`src/rtl/rgby_pkg.sv`:
```
// Shared types and constants for the RGBY cartridge loader: color codes,
// word geometry and the loader state encoding.
package rgby_pkg;

  localparam int unsigned COLOR_W         = 2;
  localparam int unsigned COLORS_PER_WORD = 6;
  localparam int unsigned WORD_W          = 12;
  localparam int unsigned ADDR_W          = 8;
  localparam int unsigned CNT_W           = 3;
  localparam int unsigned IDX_W           = ADDR_W + 1;

  localparam logic [COLOR_W-1:0] RED    = 2'b00;
  localparam logic [COLOR_W-1:0] GREEN  = 2'b01;
  localparam logic [COLOR_W-1:0] BLUE   = 2'b10;
  localparam logic [COLOR_W-1:0] YELLOW = 2'b11;

  typedef enum logic [2:0] {
    ST_IDLE,
    ST_COLLECT,
    ST_WRITE,
    ST_FLUSH,
    ST_RUN
  } loader_state_t;

  // Move a partial buffer of n colors up to the MSBs, zero-filling the LSBs.
  function automatic logic [WORD_W-1:0] left_justify(input logic [WORD_W-1:0] b,
                                                     input logic [CNT_W-1:0]  n);
    return WORD_W'(b << (COLOR_W * (COLORS_PER_WORD - 32'(n))));
  endfunction

endpackage

```
`src/rtl/color_packer.sv`:
```
// Packs 2-bit colors into 12-bit words, first color in the MSBs. Exposes the
// word and the left-justified partial word as they stand after this cycle's color.
module color_packer
  import rgby_pkg::*;
(
  input  logic               clk,
  input  logic               reset,
  input  logic               i_clear,
  input  logic               i_valid,
  input  logic [COLOR_W-1:0] i_color,
  output logic               o_full_c,
  output logic [WORD_W-1:0]  o_word_c,
  output logic               o_partial_c,
  output logic [WORD_W-1:0]  o_flush_word_c
);

  logic [WORD_W-1:0] r_buf;
  logic [CNT_W-1:0]  r_cnt;
  logic [WORD_W-1:0] w_buf_nxt;
  logic [CNT_W-1:0]  w_cnt_nxt;

  always_comb begin
    w_buf_nxt = r_buf;
    w_cnt_nxt = r_cnt;
    if (i_valid) begin
      w_buf_nxt = {r_buf[WORD_W-COLOR_W-1:0], i_color};
      w_cnt_nxt = r_cnt + CNT_W'(1);
    end
  end

  assign o_full_c       = i_valid && (r_cnt == CNT_W'(COLORS_PER_WORD - 1));
  assign o_word_c       = w_buf_nxt;
  assign o_partial_c    = (w_cnt_nxt != '0);
  assign o_flush_word_c = left_justify(w_buf_nxt, w_cnt_nxt);

  // A completed word is handed off, so the buffer restarts empty.
  always_ff @(posedge clk or posedge reset) begin
    if (reset) begin
      r_buf <= '0;
      r_cnt <= '0;
    end else if (i_clear || o_full_c) begin
      r_buf <= '0;
      r_cnt <= '0;
    end else begin
      r_buf <= w_buf_nxt;
      r_cnt <= w_cnt_nxt;
    end
  end

endmodule

```
`src/rtl/cartridge_loader.sv`:
```
// Loads packed cartridge words into program RAM, then hands the RAM port to the CPU.
// Optional checksum register: define CARTRIDGE_LOADER_CHECKSUM_EN.
module cartridge_loader
  import rgby_pkg::*;
#(
  parameter int unsigned MAX_WORDS = 256
) (
  input  logic               clk,
  input  logic               reset,
  input  logic               load_start,
  input  logic               color_valid,
  input  logic [COLOR_W-1:0] color,
  input  logic               load_done,
  input  logic [ADDR_W-1:0]  cpu_addr,
  output logic [ADDR_W-1:0]  ram_addr,
  output logic [WORD_W-1:0]  ram_din,
  output logic               ram_we,
  output logic               cpu_run,
  output logic [ADDR_W-1:0]  words_loaded,
  output logic               overflow,
  output logic [WORD_W-1:0]  checksum
);

  localparam logic [IDX_W-1:0] MAX_IDX = IDX_W'(MAX_WORDS);

  loader_state_t     r_state;
  loader_state_t     w_state_nxt;
  logic [IDX_W-1:0]  r_idx;
  logic [IDX_W-1:0]  r_words;
  logic              r_done_pend;
  logic [ADDR_W-1:0] r_ram_addr;
  logic [WORD_W-1:0] r_din;
  logic              r_we;
  logic              r_cpu_run;
  logic              r_overflow;

  logic              w_clear;
  logic              w_pack_valid;
  logic              w_pack_clr;
  logic              w_latch;
  logic [WORD_W-1:0] w_latch_word;
  logic              w_done_pend_nxt;
  logic              w_commit;
  logic              w_room;
  logic [IDX_W-1:0]  w_idx_after;
  logic              w_room_after;
  logic              w_full;
  logic [WORD_W-1:0] w_word;
  logic              w_partial;
  logic [WORD_W-1:0] w_flush_word;

  assign w_clear      = load_start || (r_state == ST_IDLE);
  assign w_pack_valid = color_valid && ((r_state == ST_COLLECT) || (r_state == ST_WRITE));
  assign w_commit     = (r_state == ST_WRITE) || (r_state == ST_FLUSH);
  assign w_room       = (r_idx < MAX_IDX);
  assign w_idx_after  = r_idx + IDX_W'(w_commit && w_room);
  assign w_room_after = (w_idx_after < MAX_IDX);

  color_packer u_packer (
    .clk            (clk),
    .reset          (reset),
    .i_clear        (w_pack_clr || w_clear),
    .i_valid        (w_pack_valid),
    .i_color        (color),
    .o_full_c       (w_full),
    .o_word_c       (w_word),
    .o_partial_c    (w_partial),
    .o_flush_word_c (w_flush_word)
  );

  // Next state and write-latch control; load_start overrides everything.
  always_comb begin
    w_state_nxt     = r_state;
    w_latch         = 1'b0;
    w_latch_word    = w_word;
    w_pack_clr      = 1'b0;
    w_done_pend_nxt = 1'b0;
    case (r_state)
      ST_IDLE: ;
      ST_COLLECT: begin
        if (w_full) begin
          w_latch         = 1'b1;
          w_state_nxt     = ST_WRITE;
          w_done_pend_nxt = load_done;
        end else if (load_done) begin
          if (w_partial) begin
            w_latch      = 1'b1;
            w_latch_word = w_flush_word;
            w_pack_clr   = 1'b1;
            w_state_nxt  = ST_FLUSH;
          end else begin
            w_state_nxt = ST_RUN;
          end
        end
      end
      ST_WRITE: begin
        if (r_done_pend || load_done) begin
          if (w_partial) begin
            w_latch      = 1'b1;
            w_latch_word = w_flush_word;
            w_pack_clr   = 1'b1;
            w_state_nxt  = ST_FLUSH;
          end else begin
            w_state_nxt = ST_RUN;
          end
        end else begin
          w_state_nxt = ST_COLLECT;
        end
      end
      ST_FLUSH: w_state_nxt = ST_RUN;
      ST_RUN:   ;
      default:  w_state_nxt = ST_IDLE;
    endcase
    if (load_start) begin
      w_state_nxt     = ST_COLLECT;
      w_latch         = 1'b0;
      w_pack_clr      = 1'b1;
      w_done_pend_nxt = 1'b0;
    end
  end

  // Write strobe is qualified at entry to the write cycle; bookkeeping commits at its end.
  always_ff @(posedge clk or posedge reset) begin
    if (reset) begin
      r_state     <= ST_IDLE;
      r_done_pend <= 1'b0;
      r_cpu_run   <= 1'b0;
      r_we        <= 1'b0;
      r_ram_addr  <= '0;
      r_din       <= '0;
      r_idx       <= '0;
      r_words     <= '0;
      r_overflow  <= 1'b0;
    end else begin
      r_state     <= w_state_nxt;
      r_done_pend <= w_done_pend_nxt;
      r_cpu_run   <= (w_state_nxt == ST_RUN);
      r_we        <= w_latch && w_room_after;
      r_ram_addr  <= w_latch ? w_idx_after[ADDR_W-1:0] : '0;
      if (w_clear) begin
        r_din <= '0;
      end else if (w_latch) begin
        r_din <= w_latch_word;
      end
      if (w_clear) begin
        r_idx      <= '0;
        r_words    <= '0;
        r_overflow <= 1'b0;
      end else if (w_commit) begin
        if (w_room) begin
          r_idx   <= r_idx + IDX_W'(1);
          r_words <= r_words + IDX_W'(1);
        end else begin
          r_overflow <= 1'b1;
        end
      end
    end
  end

`ifdef CARTRIDGE_LOADER_CHECKSUM_EN
  logic [WORD_W-1:0] r_checksum;

  always_ff @(posedge clk or posedge reset) begin
    if (reset) begin
      r_checksum <= '0;
    end else if (w_clear) begin
      r_checksum <= '0;
    end else if (w_commit && w_room) begin
      r_checksum <= r_checksum ^ r_din;
    end
  end

  assign checksum = r_checksum;
`else
  assign checksum = '0;
`endif

  assign ram_addr     = (r_state == ST_RUN) ? cpu_addr : r_ram_addr;
  assign ram_din      = r_din;
  assign ram_we       = r_we;
  assign cpu_run      = r_cpu_run;
  assign overflow     = r_overflow;
  // A full 256-word load cannot be shown in 8 bits, so the count pins at all-ones.
  assign words_loaded = r_words[ADDR_W] ? '1 : r_words[ADDR_W-1:0];

endmodule

```
`config.mk`:
```
export PLATFORM = sky130hd
export DESIGN_NAME = cartridge_loader
export DESIGN_NICKNAME = d
export VERILOG_FILES = /design/src/rtl/rgby_pkg.sv /design/src/rtl/color_packer.sv /design/src/rtl/cartridge_loader.sv
export SDC_FILE = /design/constraint.sdc
export NUM_CORES = 1
export LEC_CHECK = 0
export ABC_AREA = 1
export CORE_AREA = 10 10 107 109
export DETAILED_ROUTE_END_ITERATION = 6
export DIE_AREA = 0 0 117 119
export PLACE_DENSITY = 0.73
export RECOVER_POWER = 100
export SLEW_MARGIN = 20
export SYNTH_ARGS = -nofsm -noshare
export SYNTH_HDL_FRONTEND = slang
export SYNTH_SLANG_ARGS = --single-unit
```
`constraint.sdc`:
```
create_clock -name clk -period 4.47 [get_ports clk]
set_input_delay 0.894 -clock clk [delete_from_list [all_inputs] [get_ports clk]]
set_output_delay 0.894 -clock clk [all_outputs]
set_load 0.005 [all_outputs]
```
# [After elaboration in Yosys (flattened, before gate mapping)]
# Index checks and enable logic that the tools add are counted.
[classes] magnitude_cmp=2 n_eq_ne=7 n_reduce_logical=18 n_mux=41 n_shift=1 add_sub_neg=5
[ops] operator="$mux W12" n=8
[ops] operator="$mux W9" n=6
[ops] operator="$shl A12 B32 Y12" n=1
[ops] operator="$mux W8" n=3
[ops] operator="$pmux W12 S2" n=1
[ops] operator="$mux W3" n=7
[ops] operator="$add A9 B1 Y9 const B" n=2
[ops] operator="$lt A9 B9 Y1 const B" n=2
[ops] operator="$mux W1" n=13
[ops] operator="$pmux W3 S4" n=1
[ops] operator="$add A9 B1 Y9" n=1
[ops] operator="$eq A3 B3 Y1 const B" n=3
[ops] operator="$eq A3 B2 Y1 const B" n=2
[ops] operator="$logic_or A1 B1 Y1" n=6
[ops] operator="$reduce_bool A2 Y1" n=3
[ops] operator="$logic_and A1 B1 Y1" n=4
[ops] operator="$pmux W1 S2" n=2
[ops] operator="$reduce_and A2 Y1" n=2
[ops] operator="$sub A3 B3 Y4 const A" n=1
[ops] operator="$add A3 B1 Y3 const B" n=1
[ops] operator="$eq A3 B1 Y1 const B" n=1
[ops] operator="$logic_not A3 Y1" n=1
[ops] operator="$reduce_bool A3 Y1" n=1
[ops] operator="$ne A2 B2 Y1 const B" n=1
[ops] operator="$reduce_or A2 Y1" n=1
[word_totals] wordCells=85 input_bits=15 reg_bits=60

# [Depth between registers and ports, before layout]
[depth] depth_word=13 ltp_mapped=16

# [Cells and area by module]
# Synthesis repeated with hierarchy kept, for this count alone.
[unflattened] hier_cells=574 hier_area_um2=3911.3
[by_module_without_submodules] mod="cartridge_loader" cells_each=390 area_per_inst_um2=2713.9 n_inst=1 seq_area_each_um2=1126.1
[by_module_without_submodules] mod="color_packer" cells_each=184 area_per_inst_um2=1197.4 n_inst=1 seq_area_each_um2=375.4

# [Least setup slack after synthesis]
# No wires, ideal clock.
[synth_timing] path_type="input port to flip-flop" start="input color_valid" end="register r_din[4], in the netlist ram_din[4]" slack_ns=2.346 t_arrival_ns=2.006 stages=13 path_buffers=2 cell_sequence="buf_2 > nand3_1 > nand2_2 > nand3_4 > nand2_1 > nand2_1 > nand2_1 > nand2_1 > nand2_2 > inv_2 > buf_6 > nand3_1 > nand2_1"
[synth_via] elab_chain_len=10
[synth_lines] item="start: declaration" line_no="cartridge_loader.sv:11" text="input logic color_valid,"
[synth_lines] item="$logic_and A1 B1 Y1 (*)" line_no="cartridge_loader.sv:53" text="assign w_pack_valid = color_valid && ((r_state == ST_COLLECT) || (r_state == ST_WRITE));"
[synth_lines] item="$mux W3" line_no="color_packer.sv:25" text="if (i_valid) begin"
[synth_lines] item="$sub A3 B3 Y4" line_no="rgby_pkg.sv:28" text="return WORD_W'(b << (COLOR_W * (COLORS_PER_WORD - 32'(n))));"
[synth_lines] item="$shl A12 B32 Y12" line_no="rgby_pkg.sv:28"
[synth_lines] item="$mux W12" line_no="cartridge_loader.sv:86, cartridge_loader.sv:98"
[synth_lines] item="$mux W12" line_no="cartridge_loader.sv:85" text="end else if (load_done) begin"
[synth_lines] item="$mux W12" line_no="cartridge_loader.sv:81" text="if (w_full) begin"
[synth_lines] item="$pmux W12 S2" line_no="cartridge_loader.sv:78" text="case (r_state)"
[synth_lines] item="$mux W12" line_no="cartridge_loader.sv:142" text="end else if (w_latch) begin"
[synth_lines] item="$mux W12" line_no="cartridge_loader.sv:140" text="if (w_clear) begin"
[synth_lines] item="end signal: assignment" line_no="cartridge_loader.sv:143" text="r_din <= w_latch_word;"
[synth_lines] item="end: declaration" line_no="cartridge_loader.sv:32" text="logic [WORD_W-1:0] r_din;"
# Every way passes the cells marked *; elsewhere a longest branch is shown, timed or not. The select of a mux whose other input is x is not followed.
# A chain may end at the register's enable or synchronous reset.

# [Worst setup path after layout]
# Ends and elaborated chain as after synthesis.

==> results.sh <==
export IMPL_status="finished, violations left"
export IMPL_violations="capacitance limit, slew limit"
export IMPL_synth_seq_cells=60
export IMPL_crit_arrival_ps=3950
export IMPL_finalCriticalPeriod_ps=3670
export IMPL_drv_slew=45
export IMPL_power_mw=2.17
export IMPL_leakage_nw=2.31
export IMPL_fin_crit_sh=0.821
export IMPL_gp_congestion=0.909
export IMPL_mostFrequentLayoutCells="nand2_1 (134), dfrtp_1 (60), nor2_1 (56), inv_1 (52), nand3_1 (50)"
export IMPL_dieArea_um2=13900
export IMPL_crit_type="input port to flip-flop"
export IMPL_dr_pass1_iters=5
export IMPL_drc=0
export IMPL_wirelength_mm=9.55
export IMPL_portBuffers=45
export IMPL_slew_headroom=-0.112
export IMPL_gr_total_overflow=0
export IMPL_finalClockSkew_ps=11.2
export IMPL_area_delta_synth_final_pct=19.2
export IMPL_fin_nets=565
export IMPL_ctsResizeCount=0
export IMPL_cp_cell_sequence="clkdlybuf4s50_1 > clkbuf_1 > nand4_4 > nand2_1 > nand2_1 > nand3_4 > nand2_1 > nand2_1 > nand2_1 > nand2_1 > nand2_2 > inv_2 > nand3_1 > nand2_1"
export IMPL_setup_violations=0
export IMPL_root_buffer="clkbuf_8"
export IMPL_cap_viol_max_count=1
export IMPL_critical_path_required_ps=4760
export IMPL_ys_warn_count=0
export IMPL_hold_buffers=0
export IMPL_die_h_um=119
export IMPL_max_stage_delay_ps=490
export IMPL_rsz0062_at_grt="false"
export IMPL_antennaDiodeCount=0
export IMPL_path_common_cell="nand2_1"
export IMPL_clock_sinks=60
export IMPL_antenna_found_initial=0
export IMPL_endpoint_kind="flip-flop"
export IMPL_max_freq_ghz=0.273
export IMPL_num_rows=36
export IMPL_vias=3308
export IMPL_grt_pass1_wl_mm=15.4
export IMPL_h_tree_depth=3
export IMPL_clock_latency_ps=350
export IMPL_wl_per_cell_um=14.4
export IMPL_yosys_top_cells_area="dfrtp_1 (41%), nand2_1 (13%), nand3_1 (6.8%), nor2_1 (5.6%), inv_1 (5.3%)"
export IMPL_power_frac_clock=0.292
export IMPL_grt_pass1_vias=3165
export IMPL_switching_power_mw=0.898
export IMPL_ant_nets=0
export IMPL_core_region_area_um2=9460
export IMPL_grt_max_degree=45
export IMPL_syn_avg_cell_area_um2=7.37
export IMPL_yosysUniqueCellTypes=36
export IMPL_hp_class="flip-flop to flip-flop"
export IMPL_yosysTopAreaCell="dfrtp_1"
export IMPL_syn_area_um2=3680
export IMPL_vias_per_cell=4.99
export IMPL_crit_fanout=24
export IMPL_cp_num_buf_inv=3
export IMPL_tritoncts="yes"
export IMPL_clockBufferDepth=2
export IMPL_dieWidth_um=117
export IMPL_drive_gt1_frac=0.0947
export IMPL_tns_ps=0
export IMPL_p_seq_frac=0.290
export IMPL_cts_buffers=9
export IMPL_finalHoldViolations=0
export IMPL_netlist_instances=499
export IMPL_internal_power_mw=1.27
export IMPL_clkTransAtPathRegs_ps=70
export IMPL_tightest_slew_ps=1670
export IMPL_cp_slowest_cell="clkbuf_1"
export IMPL_critical_path_top_delay_family="simple AND/OR/NAND/NOR gates"
export IMPL_pwr_share_comb=0.418
export IMPL_mostFrequentLayoutCell="nand2_1"
export IMPL_hpwl_mm=7.29
export IMPL_irDropWorstVdd_uv=280
export IMPL_grtUsageTotal=0.136
export IMPL_start_kind="input port"
export IMPL_pin_count=58
export IMPL_drt_iter0_drc=293
export IMPL_sw_frac_of_total=0.414
export IMPL_synth_top_area_frac=0.408
export IMPL_start_util=0.389
export IMPL_cellPowerDensity_nw_per_um2=495
export IMPL_yosysSeqAreaShare=0.408
export IMPL_cts_setup_buffers=0
==> stage by stage <==
step | hold slack (ps) | area (µm²) | util | setup slack, ps | instances
2_1_floorplan | 455 | 3720 | - | 2090 | 510
6_report | 490 | 4390 | 0.464 | 802 | 663
5_1_grt | 513 | 4390 | 0.464 | 505 | 663
3_3_place_gp | 477 | 4160 | 0.440 | 965 | 647
3_5_place_dp | 487 | 4160 | 0.440 | 852 | 647
4_1_cts | 499 | 4420 | 0.467 | 1200 | 663
==> sequential cells by signal, indices dropped and copies added, names as in the netlist <==
name            cells
r_idx               9
ram_din            12
u_packer.r_cnt      3
ram_we              1
r_state             3
u_packer.r_buf     12
r_ram_addr          8
cpu_run             1
overflow            1
r_done_pend         1
r_words             9
==> power groups by stage <==
stage               combinational [mW]  clock, mW  sequential (mW)
finish                           0.906      0.634            0.630
floorplan                        0.687          0            0.634
detailed placement               0.922          0            0.642
CTS                              0.925      0.646            0.633
global route                      1.02      0.675            0.636
global placement                 0.922          0            0.642
==> worst paths after layout <==
kind | from | endpoint | slack (ps) | cells past startpoint
worst max-delay path | color_valid | ram_din[4] | 800 | 14
worst min-delay path | overflow | overflow | 490 | 1
worst max register to register | r_state[2] | u_packer.r_buf[11] | 1620 | 9
worst min register to register | overflow | overflow | 490 | 1
max in group asynchronous | reset | u_packer.r_buf[0] | 1390 | 3
min in group asynchronous | reset | ram_din[6] | 1510 | 2
==> cell usage after synthesis <==
| cell type | count |
|---|---|
| o21ai_0 | 25 |
| a31oi_1 | 2 |
| nor3_1 | 5 |
| a211oi_1 | 3 |
| buf_6 | 2 |
| o211ai_1 | 1 |
| nand4_4 | 2 |
| o21ai_2 | 4 |
| xor2_1 | 2 |
| nor2_4 | 2 |
| o21ai_1 | 7 |
| mux2_2 | 8 |
| inv_1 | 52 |
| nand2_2 | 12 |
| xnor2_1 | 1 |
| nand3_4 | 1 |
| nand3b_1 | 1 |
| clkbuf_1 | 3 |
| dfrtp_1 | 60 |
| nand3_1 | 50 |
| a21oi_1 | 26 |
| nor2_2 | 1 |
| nand4_2 | 1 |
| nor3b_2 | 1 |
| buf_2 | 3 |
| clkinv_1 | 1 |
| buf_4 | 17 |
| nor2_1 | 55 |
| or2_2 | 2 |
| o21a_1 | 1 |
| nand2_1 | 132 |
| nand4_1 | 2 |
| nand2_4 | 1 |
| inv_2 | 6 |
| conb_1 | 1 |
| ha_1 | 6 |
==> layout make-up <==
cell class / instances / area (µm²)
multi-input combinational: 366 / 1800
fill: 962 / 5070
sequential: 60 / 1500
tap: 114 / 143
clock inverter: 5 / 106
timing repair buffer: 48 / 462
inverter: 59 / 221
clock buffer: 11 / 151
==> cell families (layout without fill, tap and decap cells) <==
logic type,count (synthesis),after routing,synth area share
compound gates,69,69,0.102
xor+xnor,3,3,0.00714
fa+ha+maj,6,6,0.0204
buf+inv,84,123,0.108
flops,60,60,0.408
mux,8,8,0.0245
other cells,1,12,0.00102
simple gates,268,268,0.329
==> per-layer routing <==
layer / part of all wire / global-route usage / vias up / wire (µm)
met2: 0.50 / 0.230 / 104 / 4800
met1: 0.43 / 0.167 / 1528 / 4060
met3: 0.059 / 0.0371 / 12 / 561
li1: - / - / 1664 / -
met5: 0 / 0 / - / 0
met4: 0.013 / 0.0332 / 0 / 127
Note: power is estimated with default switching activity, not from simulation.
